==> src/rtl/kronos_fetch_queue.sv <==
// Kronos RV32I fetch front end: sequential fetch into a DEPTH-entry {pc, ir} prefetch queue with branch flush.
// Optional macro KRONOS_FETCH_BYPASS_EN lets a word granted into an empty queue reach decode in the same cycle.
module kronos_fetch_queue #(
    parameter int          DEPTH     = 2,
    parameter logic [31:0] BOOT_ADDR = 32'h0000_0000,
    parameter logic [31:0] PC_INC    = 32'd4
) (
    input  logic                       clk,
    input  logic                       rstz,
    output logic [31:0]                instr_addr,
    input  logic [31:0]                instr_data,
    output logic                       instr_req,
    input  logic                       instr_gnt,
    input  logic                       branch,
    input  logic [31:0]                branch_target,
    output logic [31:0]                fetch_pc,
    output logic [31:0]                fetch_ir,
    output logic                       pipe_out_vld,
    input  logic                       pipe_out_rdy,
    output logic [$clog2(DEPTH):0]     occupancy
);

    localparam int AW = $clog2(DEPTH);
    localparam int OW = AW + 1;

    logic [31:0]   pc_q, pc_d;
    logic [AW-1:0] rd_ptr_q, rd_ptr_d;
    logic [AW-1:0] wr_ptr_q, wr_ptr_d;
    logic [OW-1:0] occ_q, occ_d;
    logic [31:0]   pc_mem_q [DEPTH];
    logic [31:0]   ir_mem_q [DEPTH];

    logic full, empty, push, write_en, pop_mem;
    logic [1:0] unused_tgt_bits;

    assign unused_tgt_bits = branch_target[1:0];

    assign full  = (occ_q == OW'(DEPTH));
    assign empty = (occ_q == '0);

    // Reset gates the request so a grant arriving during reset is never taken.
    assign instr_req  = !rstz && !full && !branch;
    assign instr_addr = pc_q;
    assign push       = instr_req && instr_gnt;
    assign occupancy  = occ_q;

`ifdef KRONOS_FETCH_BYPASS_EN
    logic bypass_take;
    assign bypass_take  = empty && push && pipe_out_rdy;
    assign pipe_out_vld = !empty || push;
    assign fetch_pc     = empty ? pc_q : pc_mem_q[rd_ptr_q];
    assign fetch_ir     = empty ? instr_data : ir_mem_q[rd_ptr_q];
    assign write_en     = push && !bypass_take;
`else
    assign pipe_out_vld = !empty;
    assign fetch_pc     = pc_mem_q[rd_ptr_q];
    assign fetch_ir     = ir_mem_q[rd_ptr_q];
    assign write_en     = push;
`endif

    assign pop_mem = !empty && pipe_out_rdy && !branch;

    always_comb begin
        pc_d     = pc_q;
        rd_ptr_d = rd_ptr_q;
        wr_ptr_d = wr_ptr_q;
        occ_d    = occ_q;
        if (branch) begin
            pc_d     = {branch_target[31:2], 2'b00};
            rd_ptr_d = '0;
            wr_ptr_d = '0;
            occ_d    = '0;
        end else begin
            if (push) begin
                pc_d = pc_q + PC_INC;
            end
            if (write_en) begin
                wr_ptr_d = wr_ptr_q + 1'b1;
            end
            if (pop_mem) begin
                rd_ptr_d = rd_ptr_q + 1'b1;
            end
            case ({write_en, pop_mem})
                2'b10:   occ_d = occ_q + 1'b1;
                2'b01:   occ_d = occ_q - 1'b1;
                default: occ_d = occ_q;
            endcase
        end
    end

    always_ff @(posedge clk or posedge rstz) begin
        if (rstz) begin
            pc_q     <= BOOT_ADDR;
            rd_ptr_q <= '0;
            wr_ptr_q <= '0;
            occ_q    <= '0;
        end else begin
            pc_q     <= pc_d;
            rd_ptr_q <= rd_ptr_d;
            wr_ptr_q <= wr_ptr_d;
            occ_q    <= occ_d;
        end
    end

    // Storage is cleared on reset so the head outputs read zero before the first fetch.
    always_ff @(posedge clk or posedge rstz) begin
        if (rstz) begin
            for (int i = 0; i < DEPTH; i++) begin
                pc_mem_q[i] <= '0;
                ir_mem_q[i] <= '0;
            end
        end else if (write_en && !branch) begin
            pc_mem_q[wr_ptr_q] <= pc_q;
            ir_mem_q[wr_ptr_q] <= instr_data;
        end
    end

endmodule

==> config.mk <==
export PLATFORM = sky130hd
export DESIGN_NAME = kronos_fetch_queue
export DESIGN_NICKNAME = d
export VERILOG_FILES = /design/src/rtl/kronos_fetch_queue.sv
export SDC_FILE = /design/constraint.sdc
export NUM_CORES = 1
export LEC_CHECK = 0
export CAP_MARGIN = 30
export CORE_ASPECT_RATIO = 0.8
export CORE_MARGIN = 2
export CORE_UTILIZATION = 35
export CTS_CLUSTER_SIZE = 40
export DETAILED_ROUTE_END_ITERATION = 8
export PLACE_DENSITY = 0.62
export SYNTH_ARGS = -nofsm -noshare
export SYNTH_HDL_FRONTEND = slang
export SYNTH_SLANG_ARGS = --single-unit
==> constraint.sdc <==
create_clock -name clk -period 7 [get_ports clk]
set_input_delay 1.05 -clock clk [delete_from_list [all_inputs] [get_ports clk]]
set_output_delay 1.05 -clock clk [all_outputs]
set_load 0.005 [all_outputs]
==> run metrics <==
GR Overflow Total=0; Hold EP=pc_mem_q[6]$_DFFE_PP0P_; hold path startpoint=pc_mem_q[6]$_DFFE_PP0P_; setup-violating endpoint count in the final report=0; proportion of power drawn by combinational gates=24.4%; number of hold buffers added after cts=0; Required @ worst endpoint=5.95 ns; worst setup path category=flip-flop to output pin; combined area of all synthesized cells=0.00762 sq mm; max-cap viol count=0; placeable core region=0.0214 sq mm; initial antenna violation count=1; vias in the first global route=5418; average cell area after synthesis=13.5 sq um; worst setup skew after layout=0.00984 ns; starting density of the core=35.5%; slew at the pin closest to its max-slew limit=0.922 ns; final critical-path share of the clock period=54.8%; Clock Power Share=32.1%; Peak VDD IR=0.150 mV; number of placement rows=48; final worst path period need=3.83 ns; reg-to-reg critical path startpoint=occupancy[0]$_DFFE_PP0P_; number of buffer cells added on primary ports=162; weighted congestion at the end of routability-driven global placement=0.751; vias per std cell=5.01; Setup Fix Bufs, Post-CTS=0; Routed met1 length=8680 um; total placed cells including tap cells=975; height of the die=136 um; Worst Path Max Fanout=35; asr flop ratio synth=100%; Yosys top cell area share=51.9%; worst r2r path cells=5; metal3 WL=1360 um; number of routed nets with antenna violations=0; RSZ-0062 raised after global routing=no; PwrDens=287 mW/mm^2; fraction of layout instances using a drive strength above 1=31.0%; number of stages on the worst hold path=2; register area share after synthesis=51.9%; sequential cell fraction of total power=43.6%; DRC viols=0; Setup TNS Final=0 ns; vias after detailed routing=5044; pin count of the biggest net entering global routing=94; wire length of the first global-routing pass=29900 um; area growth from synthesis to layout=31.6%; clock insertion delay at the later pin of the skew report=0.42 ns; Pint=2.11 mW; worst reg-to-reg setup slack=4.82 ns; most instantiated flip-flop cell in the synthesis netlist=sky130_fd_sc_hd__dfrtp_1; placed standard-cell area=0.00945 sq mm; total routed wirelength=18900 um; number of enable-type register cells in the synthesized netlist=0; cells taking the most area after synthesis=sky130_fd_sc_hd__dfrtp_1 (52%), sky130_fd_sc_hd__mux2_2 (16%), sky130_fd_sc_hd__mux2_4 (12%); fraction of power spent switching nets=26.5%; Worst-path clk slew=0.07 ns; worst hold path class=flip-flop to flip-flop; cell taking the most area after synthesis=sky130_fd_sc_hd__dfrtp_1; number of fillers in the final layout=1900; die span in x=169 um; Bufs on Longest Clock Path=2; CP Launch Type=flip-flop; drt wl/cell=18.8 um; TritonCTS Sinks=158; TritonCTS clock tree=yes; Syn Inst Count=565; overall routing resource usage=16.8%; worst slew margin relative to its limit=38.5%; root buffer selected by CTS=sky130_fd_sc_hd__clkbuf_16; leakage component of the power=4.41 nW; post-synthesis sequential element count=158; highest signal layer in the routed design=met4; number of buffers created by CTS=17; net load switching power=762 uW; Final #Nets=789; DR pass1 iterations=4; number of distinct library cells after synthesis=54; Iter 0 DRT Violations=294; run status=complete, no violations; number of resized instances in the post-cts repair step=0; Critical Path End Type=output pin; data arrival time of the critical path=2.78 ns; Synthesis Warnings=0; most common cell after layout, fill and taps aside=sky130_fd_sc_hd__clkdlybuf4s50_1; DPL Wire Length=12700 um; final hold violation count=0; most frequent cells in the layout=sky130_fd_sc_hd__clkdlybuf4s50_1 (161), sky130_fd_sc_hd__dfrtp_1 (157), sky130_fd_sc_hd__mux2_2 (111); diodes inserted=0; Finished Cell Area=0.0100 sq mm; I/O pin count=169; Final Instance Count excl. Fillers=1007; total number of H-tree levels=4; detailed-routed wire length on met2=8740 um; Peak Freq=261 MHz; R2R Path End=ir_mem_q[63]$_DFFE_PP0P_; die area=0.0230 sq mm; number of max-slew violations in the final report=0
## metal layers
layer	track usage (%)	vias to the layer above
met5	0	-
met4	4.79	0
met3	5.65	10
met2	26.6	142
met1	22.1	2552
li1	-	2340
## sequential cells by signal, indices dropped and copies added, names as in the netlist
register    count
rd_ptr_q        1
ir_mem_q       64
occupancy       2
pc_mem_q       60
instr_addr     30
wr_ptr_q        1
## synth_stat cells, types with 4 or more instances
cell and number:
sky130_fd_sc_hd__and3_1 4, sky130_fd_sc_hd__and4_1 6, sky130_fd_sc_hd__buf_1 5, sky130_fd_sc_hd__buf_2 5, sky130_fd_sc_hd__buf_4 5, sky130_fd_sc_hd__buf_6 11
sky130_fd_sc_hd__clkbuf_1 8, sky130_fd_sc_hd__dfrtp_1 158, sky130_fd_sc_hd__inv_1 5, sky130_fd_sc_hd__mux2_1 9, sky130_fd_sc_hd__mux2_2 111, sky130_fd_sc_hd__mux2_4 60
sky130_fd_sc_hd__nand2_1 47, sky130_fd_sc_hd__nand2b_1 4, sky130_fd_sc_hd__nand3_1 12, sky130_fd_sc_hd__nand4_1 12, sky130_fd_sc_hd__nor2_1 7, sky130_fd_sc_hd__nor3_1 4
sky130_fd_sc_hd__o211ai_1 4, sky130_fd_sc_hd__o21ai_0 15, sky130_fd_sc_hd__o21ai_1 11, sky130_fd_sc_hd__xnor2_1 9, sky130_fd_sc_hd__xor2_1 12
## worst max-delay path by stage
stage               slack (ns)  cells past startpoint                  endpoint            startpoint
finish                    3.17                      3              fetch_pc[27]  rd_ptr_q$_DFFE_PP0P_
global route              3.03                      3              fetch_pc[27]  rd_ptr_q$_DFFE_PP0P_
CTS                       3.12                      3              fetch_pc[29]  rd_ptr_q$_DFFE_PP0P_
detailed placement        3.09                      6  pc_mem_q[60]$_DFFE_PP0P_                  rstz
floorplan                 1.08                      7  ir_mem_q[34]$_DFFE_PP0P_                  rstz
global placement          2.95                      5  ir_mem_q[32]$_DFFE_PP0P_                  rstz
## worst max-delay path: stages, from the launching register on
cell and delay [ns]:
sky130_fd_sc_hd__dfrtp_2 0.87, sky130_fd_sc_hd__buf_4 0.57, sky130_fd_sc_hd__mux2_2 0.40, sky130_fd_sc_hd__clkdlybuf4s50_1 0.50
## power groups by stage
stage	combinational, mW	clock (mW)	sequential (mW)
final	0.701	0.921	1.25
after global routing	0.758	0.989	1.28
after CTS	0.713	0.950	1.25
after detailed placement	0.705	0	1.27
after global placement	0.691	0	1.25
after floorplan	0.396	0	1.22
## logic make-up (layout without fill, tap and decap cells)
family | count (synthesis) | in the layout | synth area share (%)
and+or+nand+nor | 115 | 115 | 8.21
muxes | 182 | 182 | 29.8
other | 1 | 4 | 0.0492
adders and majority gates | 1 | 1 | 0.164
buffers and inverters | 40 | 204 | 3.38
DFF | 158 | 158 | 51.9
xor gates and xnor gates | 21 | 21 | 2.41
AOI/OAI and AO/OA | 47 | 47 | 4.04
## through the flow
| stage | total power [mW] | worst slack [ns] | utilization [%] | hold WS, ns |
|---|---|---|---|---|
| after floorplan | 1.62 | 1.08 | - | 0.450 |
| after global placement | 1.94 | 2.95 | 43.8 | 0.465 |
| after detailed placement | 1.97 | 3.09 | 44.1 | 0.473 |
| after CTS | 2.91 | 3.12 | 46.8 | 0.488 |
| after global routing | 3.03 | 3.03 | 46.8 | 0.511 |
| final | 2.87 | 3.17 | 46.8 | 0.484 |
## layout make-up
| cell class | count | area [sq um] | area share, % |
|---|---|---|---|
| flip-flops and latches | 158 | 3960 | 39.4 |
| multi-input cells | 370 | 3430 | 34.2 |
| repair buffers | 166 | 1690 | 16.8 |
| clock buffers | 17 | 425 | 4.24 |
| well taps | 275 | 344 | 3.43 |
| clock inverters | 15 | 155 | 1.55 |
| inverters | 6 | 27.5 | 0.275 |
Power figures use the tool's default switching activity.
